==> src/rtl/axis_pingpong_frame_buffer_if.sv <==
// axis_pingpong_frame_buffer_if
// AXI-Stream bundle used on both sides of axis_pingpong_frame_buffer.
//   tdata  : payload word
//   tvalid : word valid (source to sink)
//   tready : sink accepts the word (sink to source)
//   tlast  : last word of a frame
// modport master : the side that sources the stream
// modport slave  : the side that sinks the stream. It carries tlast only when
//                  AXIS_FB_TLAST_IN_EN is defined, because without that option
//                  the buffer has no input tlast.
interface axis_pingpong_frame_buffer_if #(
   parameter int DATA_WIDTH = 32
);
   logic [DATA_WIDTH-1:0] tdata;
   logic                  tvalid;
   logic                  tready;
   logic                  tlast;

   modport master (output tdata, output tvalid, output tlast, input tready);
`ifdef AXIS_FB_TLAST_IN_EN
   modport slave  (input tdata, input tvalid, input tlast, output tready);
`else
   modport slave  (input tdata, input tvalid, output tready);
`endif
endinterface

==> src/rtl/axis_pingpong_frame_buffer.sv <==
// axis_pingpong_frame_buffer
// Two-bank (ping-pong) AXI-Stream store-and-forward frame buffer.
// One bank collects a complete frame while the other drains it with tlast, so
// the buffer sustains one word per clock.
// Optional feature: define AXIS_FB_TLAST_IN_EN to let an input beat with
// s_axis.tlast=1 close a frame early. Without it every frame is FRAME_LEN words.
// Ports:
//   i_clk       : clock, rising edge
//   i_rst       : synchronous active-high reset
//   s_axis      : input stream (slave modport)
//   m_axis      : output stream (master modport); tlast marks the last word
//   o_bank_full : bit b high while bank b holds a complete, undrained frame
//   o_frame_cnt : frames fully drained, wrapping
module axis_pingpong_frame_buffer #(
   parameter int DATA_WIDTH = 32,
   parameter int FRAME_LEN  = 24,
   parameter int CNT_WIDTH  = 16
) (
   input  logic                         i_clk,
   input  logic                         i_rst,
   axis_pingpong_frame_buffer_if.slave  s_axis,
   axis_pingpong_frame_buffer_if.master m_axis,
   output logic [1:0]                   o_bank_full,
   output logic [CNT_WIDTH-1:0]         o_frame_cnt
);
   localparam int               PTR_W    = (FRAME_LEN > 1) ? $clog2(FRAME_LEN) : 1;
   localparam logic [PTR_W-1:0] LAST_IDX = PTR_W'(FRAME_LEN - 1);

   typedef enum logic [1:0] {
      BANK_EMPTY   = 2'd0,
      BANK_FILLING = 2'd1,
      BANK_FULL    = 2'd2
   } bank_state_t;

   logic [DATA_WIDTH-1:0] mem_r [2][FRAME_LEN];
   bank_state_t           bank_state_r [2];
   bank_state_t           bank_state_s [2];
   logic [PTR_W-1:0]      last_idx_r   [2];
   logic                  wr_bank_r, wr_bank_s, rd_bank_r, rd_bank_s;
   logic [PTR_W-1:0]      wr_ptr_r, wr_ptr_s, rd_ptr_r, rd_ptr_s;
   logic                  s_tready_r, s_tready_s;
   logic [DATA_WIDTH-1:0] m_tdata_r;
   logic                  m_tvalid_r, m_tvalid_s, m_tlast_r, m_tlast_s;
   logic                  out_bank_r, out_bank_s;
   logic [1:0]            bank_full_r, bank_full_s;
   logic [CNT_WIDTH-1:0]  frame_cnt_r;
   logic                  in_tlast_s, wr_fire_s, wr_close_s;
   logic                  out_free_s, rd_load_s, rd_last_s, tlast_acc_s;

`ifdef AXIS_FB_TLAST_IN_EN
   assign in_tlast_s = s_axis.tlast;
`else
   assign in_tlast_s = 1'b0;
`endif

   assign wr_fire_s   = s_axis.tvalid & s_tready_r;
   assign wr_close_s  = wr_fire_s & ((wr_ptr_r == LAST_IDX) | in_tlast_s);
   assign out_free_s  = ~m_tvalid_r | m_axis.tready;
   assign tlast_acc_s = m_tvalid_r & m_axis.tready & m_tlast_r;
   assign rd_load_s   = out_free_s & (bank_state_r[rd_bank_r] == BANK_FULL);
   assign rd_last_s   = (rd_ptr_r == last_idx_r[rd_bank_r]);

   // Next-state logic for both bank FSMs, the pointers and the output stage.
   // The write bank is never FULL while tready is high and the read side only
   // touches a FULL bank, so both sides may update different banks on one edge.
   // A bank's memory is released as soon as its last word has moved into the
   // output register; o_bank_full keeps reporting the frame until that tlast
   // beat is accepted. This lets the refill start on the same edge the tlast is
   // accepted, which keeps the input at one word per clock.
   always_comb begin
      bank_state_s = bank_state_r;
      wr_bank_s    = wr_bank_r;
      wr_ptr_s     = wr_ptr_r;
      rd_bank_s    = rd_bank_r;
      rd_ptr_s     = rd_ptr_r;
      m_tvalid_s   = m_tvalid_r;
      m_tlast_s    = m_tlast_r;
      out_bank_s   = out_bank_r;
      if (wr_close_s) begin
         bank_state_s[wr_bank_r] = BANK_FULL;
         wr_ptr_s                = '0;
         wr_bank_s               = ~wr_bank_r;
      end else if (wr_fire_s) begin
         bank_state_s[wr_bank_r] = BANK_FILLING;
         wr_ptr_s                = wr_ptr_r + PTR_W'(1);
      end else begin
         wr_ptr_s = wr_ptr_r;
      end
      if (rd_load_s) begin
         m_tvalid_s = 1'b1;
         m_tlast_s  = rd_last_s;
         out_bank_s = rd_bank_r;
         if (rd_last_s) begin
            bank_state_s[rd_bank_r] = BANK_EMPTY;
            rd_ptr_s                = '0;
            rd_bank_s               = ~rd_bank_r;
         end else begin
            rd_ptr_s = rd_ptr_r + PTR_W'(1);
         end
      end else if (m_tvalid_r & m_axis.tready) begin
         m_tvalid_s = 1'b0;
         m_tlast_s  = 1'b0;
      end else begin
         m_tvalid_s = m_tvalid_r;
      end
      s_tready_s = (bank_state_s[wr_bank_s] != BANK_FULL);
      for (int b = 0; b < 2; b++) begin
         bank_full_s[b] = (bank_state_s[b] == BANK_FULL) |
                          (m_tvalid_s & m_tlast_s & (out_bank_s == 1'(b)));
      end
   end

   // State, pointer, output and counter registers.
   always_ff @(posedge i_clk) begin
      if (i_rst) begin
         bank_state_r[0] <= BANK_EMPTY;
         bank_state_r[1] <= BANK_EMPTY;
         last_idx_r[0]   <= LAST_IDX;
         last_idx_r[1]   <= LAST_IDX;
         wr_bank_r       <= 1'b0;
         rd_bank_r       <= 1'b0;
         wr_ptr_r        <= '0;
         rd_ptr_r        <= '0;
         s_tready_r      <= 1'b1;
         m_tdata_r       <= '0;
         m_tvalid_r      <= 1'b0;
         m_tlast_r       <= 1'b0;
         out_bank_r      <= 1'b0;
         bank_full_r     <= 2'b00;
         frame_cnt_r     <= '0;
      end else begin
         bank_state_r <= bank_state_s;
         wr_bank_r    <= wr_bank_s;
         rd_bank_r    <= rd_bank_s;
         wr_ptr_r     <= wr_ptr_s;
         rd_ptr_r     <= rd_ptr_s;
         s_tready_r   <= s_tready_s;
         m_tvalid_r   <= m_tvalid_s;
         m_tlast_r    <= m_tlast_s;
         out_bank_r   <= out_bank_s;
         bank_full_r  <= bank_full_s;
         if (wr_close_s) begin
            last_idx_r[wr_bank_r] <= wr_ptr_r;
         end
         if (rd_load_s) begin
            m_tdata_r <= mem_r[rd_bank_r][rd_ptr_r];
         end
         if (tlast_acc_s) begin
            frame_cnt_r <= frame_cnt_r + CNT_WIDTH'(1);
         end
      end
   end

   // Bank storage; deliberately not cleared by reset.
   always_ff @(posedge i_clk) begin
      if (wr_fire_s) begin
         mem_r[wr_bank_r][wr_ptr_r] <= s_axis.tdata;
      end
   end

   assign s_axis.tready = s_tready_r;
   assign m_axis.tdata  = m_tdata_r;
   assign m_axis.tvalid = m_tvalid_r;
   assign m_axis.tlast  = m_tlast_r;
   assign o_bank_full   = bank_full_r;
   assign o_frame_cnt   = frame_cnt_r;
endmodule

==> src/flat_wrapper.sv <==
// flat-port wrapper written by rule: the top's interface ports become plain ports
module axis_pingpong_frame_buffer_flat 
#(
   parameter int DATA_WIDTH = 32,
   parameter int FRAME_LEN  = 24,
   parameter int CNT_WIDTH  = 16
)
  (i_clk, i_rst, o_bank_full, o_frame_cnt, s_axis_tdata, s_axis_tvalid, s_axis_tready, m_axis_tdata, m_axis_tvalid, m_axis_tlast, m_axis_tready);
  axis_pingpong_frame_buffer_if #(.DATA_WIDTH(DATA_WIDTH)) s_axis_i ();
  axis_pingpong_frame_buffer_if #(.DATA_WIDTH(DATA_WIDTH)) m_axis_i ();
  input  logic i_clk;
  input  logic i_rst;
  output logic [1:0] o_bank_full;
  output logic [CNT_WIDTH-1:0] o_frame_cnt;
  input wire logic [$bits(s_axis_i.tdata)-1:0] s_axis_tdata;
  input wire logic [$bits(s_axis_i.tvalid)-1:0] s_axis_tvalid;
  output wire logic [$bits(s_axis_i.tready)-1:0] s_axis_tready;
  output wire logic [$bits(m_axis_i.tdata)-1:0] m_axis_tdata;
  output wire logic [$bits(m_axis_i.tvalid)-1:0] m_axis_tvalid;
  output wire logic [$bits(m_axis_i.tlast)-1:0] m_axis_tlast;
  input wire logic [$bits(m_axis_i.tready)-1:0] m_axis_tready;
  assign s_axis_i.tdata = s_axis_tdata;
  assign s_axis_i.tvalid = s_axis_tvalid;
  assign s_axis_tready = s_axis_i.tready;
  assign m_axis_tdata = m_axis_i.tdata;
  assign m_axis_tvalid = m_axis_i.tvalid;
  assign m_axis_tlast = m_axis_i.tlast;
  assign m_axis_i.tready = m_axis_tready;
  axis_pingpong_frame_buffer #(.DATA_WIDTH(DATA_WIDTH), .FRAME_LEN(FRAME_LEN), .CNT_WIDTH(CNT_WIDTH)) u_core (.i_clk(i_clk), .i_rst(i_rst), .s_axis(s_axis_i), .m_axis(m_axis_i), .o_bank_full(o_bank_full), .o_frame_cnt(o_frame_cnt));
endmodule
==> config.mk <==
export PLATFORM = sky130hd
export DESIGN_NAME = axis_pingpong_frame_buffer_flat
export DESIGN_NICKNAME = d
export VERILOG_FILES = /design/src/rtl/axis_pingpong_frame_buffer_if.sv /design/src/rtl/axis_pingpong_frame_buffer.sv /design/src/flat_wrapper.sv
export SDC_FILE = /design/constraint.sdc
export NUM_CORES = 2
export LEC_CHECK = 0
export ABC_AREA = 1
export CORE_MARGIN = 3
export CORE_UTILIZATION = 42
export DETAILED_ROUTE_END_ITERATION = 7
export PLACE_DENSITY = 0.63
export REMOVE_ABC_BUFFERS = 1
export SYNTH_ARGS = -nofsm -noshare
export SYNTH_HDL_FRONTEND = slang
export SYNTH_SLANG_ARGS = --single-unit
==> constraint.sdc <==
create_clock -name i_clk -period 5.4 [get_ports i_clk]
set_input_delay 1.08 -clock i_clk [delete_from_list [all_inputs] [get_ports i_clk]]
set_output_delay 1.08 -clock i_clk [all_outputs]
set_load 0.005 [all_outputs]
==> impl_metrics.env <==
export IMPL_dr_pass1_iters=6
export IMPL_hold_path_cell_count=2
export IMPL_switching_fraction_pct=20.49
export IMPL_slew_at_the_pin_closest_to_its_max_slew_limit_ps=1177
export IMPL_largest_net_degree_at_the_start_of_global_routing=166
export IMPL_grt_first_pass_wirelength_mm=272.3
export IMPL_worst_r2r_path_depth=9
export IMPL_grt_pass1_vias=42015
export IMPL_place_congestion=0.8662
export IMPL_hold_path_end="u_core.o_frame_cnt[15]"
export IMPL_cts_resized=0
export IMPL_placement_rows=145
export IMPL_worst_ir_drop_vdd_mv=0.3216
export IMPL_start_kind="input port"
export IMPL_post_synth_cell_area_avg_um2=10.97
export IMPL_timing_hold_worst_start="u_core.o_frame_cnt[15]"
export IMPL_clkTransAtPathRegs_ps=60
export IMPL_avgViaCountPerCell=5.301
export IMPL_slew_viol_final=0
export IMPL_syn_inst=6093
export IMPL_vias=44253
export IMPL_design_portCount=89
export IMPL_placeableCoreArea_um2=157100
export IMPL_post_cts_setup_buffers=0
export IMPL_crit_type="input port to flip-flop"
export IMPL_stdcell_area_um2=75350
export IMPL_count_of_flip_flops_with_a_built_in_enable_after_synthesis=1546
export IMPL_skew_ps=31.11
export IMPL_setup_violations=0
export IMPL_power_switching_mw=5.171
export IMPL_cts_tree="yes"
export IMPL_required_ps=5810
export IMPL_pwr_share_clk_pct=43.5
export IMPL_die_height_um=404.9
export IMPL_n_fill_cell=13959
export IMPL_timing_max_cap_violations=0
export IMPL_cp_end_kind="flip-flop"
export IMPL_drtAntennaViolNets=0
export IMPL_critical_path_peak_fanout=32
export IMPL_number_of_sinks_on_the_clock_net=1617
export IMPL_antenna_found_initial=6
export IMPL_port_buffers=88
export IMPL_outcome="finished, final reports clean"
export IMPL_synth_seq_area_share_pct=71.61
export IMPL_final_min_period_over_clock_period_pct=59.85
export IMPL_total_wirelength_mm=183.7
export IMPL_critPathArrivalTime_ps=3640
export IMPL_clock_tree_buffer_depth=3
export IMPL_grt_overflow=0
export IMPL_finish_utilization_pct=47.96
export IMPL_drive_gt1_share_pct=7.553
export IMPL_synthToLayoutAreaGrowth_pct=12.77
export IMPL_ys_seq_elements=1617
export IMPL_comb_power_share_pct=1.9
export IMPL_hold_viol_final=0
export IMPL_async_reset_ff_share_pct=0
export IMPL_achievable_frequency_ghz=0.3094
export IMPL_cts_buffers=166
export IMPL_htree_levels=4
export IMPL_cts_hold_buf=0
export IMPL_synth_area_um2=66820
export IMPL_timing_slew_headroom_pct=21.56
export IMPL_layout_min_cycle_time_ps=3232
export IMPL_power_density_cell_area_nw_per_um2=334.9
export IMPL_critPathLaunch="s_axis_tvalid"
export IMPL_clock_tree_root_cell="sky130_fd_sc_hd__clkbuf_16"
export IMPL_routed_wire_length_per_instance_um=22.01
export IMPL_yosys_warnings=0
export IMPL_p_leak_nw=28.14
export IMPL_r2r_end="u_core.m_axis.tdata[2]"
export IMPL_synth_main_ff_cell="sky130_fd_sc_hd__edfxtp_1"
export IMPL_power_sequential_fraction_pct=54.6
export IMPL_initial_core_util_pct=42.53
export IMPL_groute_usage_overall_pct=22.22
export IMPL_ff2ff_setup_slack_ps=2220
export IMPL_regArea_um2=47860
export IMPL_worst_hold_slack_ps=486.9
export IMPL_cell_internal_power_dissipation_mw=20.06
export IMPL_rsz0062_at_grt="false"
export IMPL_insertion_delay_ps=790
export IMPL_place_detailed_hpwl_mm=103.9
export IMPL_detail_route_drc_violations=0
export IMPL_die_area_um2=163900
export IMPL_synth_cell_type_count=33
export IMPL_floorplan_die_width_um=404.9
export IMPL_multi_input_area_um2=15730
export IMPL_min_path_type="flip-flop to flip-flop"
export IMPL_area_after_detailed_placement_um2=70220
export IMPL_drt_first_iter_violations=4888
export IMPL_nNetsFinal=6199
==> placed cells by master, fill, tap and decap left out, types with 3 or more instances in the layout <==
master / synthesis / final
sky130_fd_sc_hd__conb_1: 2 / 6
sky130_fd_sc_hd__clkdlybuf4s50_1: 0 / 70
sky130_fd_sc_hd__o211ai_1: 32 / 32
sky130_fd_sc_hd__nand2_1: 1396 / 1396
sky130_fd_sc_hd__nor3_2: 1 / 39
sky130_fd_sc_hd__inv_1: 500 / 497
sky130_fd_sc_hd__o21ai_1: 76 / 76
sky130_fd_sc_hd__inv_2: 8 / 6
sky130_fd_sc_hd__o21ai_0: 328 / 328
sky130_fd_sc_hd__dfxtp_4: 0 / 3
sky130_fd_sc_hd__nand3_1: 623 / 623
sky130_fd_sc_hd__nor2_1: 925 / 914
sky130_fd_sc_hd__clkbuf_16: 0 / 169
sky130_fd_sc_hd__a21oi_1: 151 / 150
sky130_fd_sc_hd__ha_1: 6 / 6
sky130_fd_sc_hd__buf_4: 35 / 128
sky130_fd_sc_hd__clkinv_8: 0 / 4
sky130_fd_sc_hd__edfxtp_1: 1546 / 1546
sky130_fd_sc_hd__nand4_1: 6 / 6
sky130_fd_sc_hd__inv_4: 0 / 3
sky130_fd_sc_hd__or2_2: 20 / 20
sky130_fd_sc_hd__xor2_1: 3 / 3
sky130_fd_sc_hd__inv_6: 0 / 5
sky130_fd_sc_hd__clkinv_1: 3 / 46
sky130_fd_sc_hd__nor2_4: 0 / 12
sky130_fd_sc_hd__buf_2: 151 / 17
sky130_fd_sc_hd__clkinv_2: 0 / 29
sky130_fd_sc_hd__clkbuf_1: 104 / 35
sky130_fd_sc_hd__dfxtp_1: 71 / 67
sky130_fd_sc_hd__bufinv_16: 0 / 10
sky130_fd_sc_hd__buf_12: 0 / 18
==> per-layer routing <==
metal | wire length [um] | track usage (%) | vias up | part of all wire (%)
met4 | 6177 | 8.005 | 0 | 3.4
met2 | 84270 | 34.90 | 1829 | 46
met5 | 0 | 0 | - | 0
met3 | 15190 | 3.566 | 293 | 8.3
met1 | 78100 | 31.34 | 21487 | 43
li1 | - | - | 20644 | -
==> worst max path at each step <==
stage | cells after the start | endpoint | slack, ps
final | 6 | u_core.mem_r[1][48] | 2170
after floorplan | 11 | u_core.rd_ptr_r[3] | -33580
after CTS | 1 | s_axis_tready | 2270
after global routing | 10 | u_core.m_axis.tdata[7] | 2090
after global placement | 6 | u_core.mem_r[0][691] | 1490
after detailed placement | 6 | u_core.mem_r[1][37] | 1470
==> logic make-up (layout without fill, tap and decap cells) <==
kind of cell | after synthesis | in the layout | synth area share, %
other cells | 2 | 7 | 0.01124
fa+ha+maj | 6 | 6 | 0.1123
simple gates | 3020 | 3020 | 18.35
compound gates | 592 | 592 | 4.573
buf+inv | 853 | 1045 | 5.307
flops | 1617 | 1617 | 71.61
xor+xnor | 3 | 3 | 0.03933
==> cell usage after synthesis (48+ instances only) <==
library cell | count | area, um^2
sky130_fd_sc_hd__buf_1 | 48 | 180.2
sky130_fd_sc_hd__o21ai_0 | 328 | 1642
sky130_fd_sc_hd__edfxtp_1 | 1546 | 46420
sky130_fd_sc_hd__nand3_1 | 623 | 3118
sky130_fd_sc_hd__o21ai_1 | 76 | 380.4
sky130_fd_sc_hd__a21oi_1 | 151 | 755.7
sky130_fd_sc_hd__inv_1 | 500 | 1877
sky130_fd_sc_hd__dfxtp_1 | 71 | 1421
sky130_fd_sc_hd__buf_2 | 151 | 755.7
sky130_fd_sc_hd__clkbuf_1 | 104 | 390.4
sky130_fd_sc_hd__nor2_1 | 925 | 3472
sky130_fd_sc_hd__nand2_1 | 1396 | 5240
==> final cells by class <==
type	count	share of cell area, %
sequential	1617	63.51
multi-input combinational	3627	20.88
clock buffer	205	5.805
tap	2058	3.417
timing repair buffer	234	2.803
inverter	511	2.575
clock inverter	95	1.008
antenna	1	0.003321
==> power groups by stage <==
stage          combinational, mW  clock [mW]  sequential, mW
2_1_floorplan             0.0933           0            14.1
3_3_place_gp               0.460           0            14.0
3_5_place_dp               0.468           0            14.0
4_1_cts                    0.469        11.1            13.8
5_1_grt                    0.499        11.6            13.8
6_report                   0.467        11.0            13.8
==> state kept, by name, indices dropped and copies added, names as in the netlist, named ones only <==
signal	flops
u_core.wr_ptr_r	5
u_core.out_bank_r	1
u_core.o_bank_full	2
u_core.mem_r	1536
u_core.s_axis.tready	1
u_core.rd_ptr_r	5
u_core.m_axis.tvalid	1
u_core.o_frame_cnt	16
u_core.last_idx_r	10
u_core.bank_state_r	4
u_core.wr_bank_r	1
u_core.rd_bank_r	1
u_core.m_axis.tlast	1
u_core.m_axis.tdata	32
==> metrics by stage <==
stage	total power [mW]	TNS, ps	setup slack, ps	instances
floorplan	14.14	-1568360	-33580	5755
global placement	14.51	0	1491	8047
detailed placement	14.52	0	1468	8047
CTS	25.38	0	2271	8347
global route	25.92	0	2092	8347
finish	25.23	0	2168	8348
==> critical path, cell delays in order <==
cell and delay (ps):
sky130_fd_sc_hd__clkdlybuf4s50_1 620, sky130_fd_sc_hd__nand2_1 310, sky130_fd_sc_hd__inv_2 290, sky130_fd_sc_hd__nand2_1 490, sky130_fd_sc_hd__nor3_2 310, sky130_fd_sc_hd__buf_4 500
(Power assumes the default switching activity.)
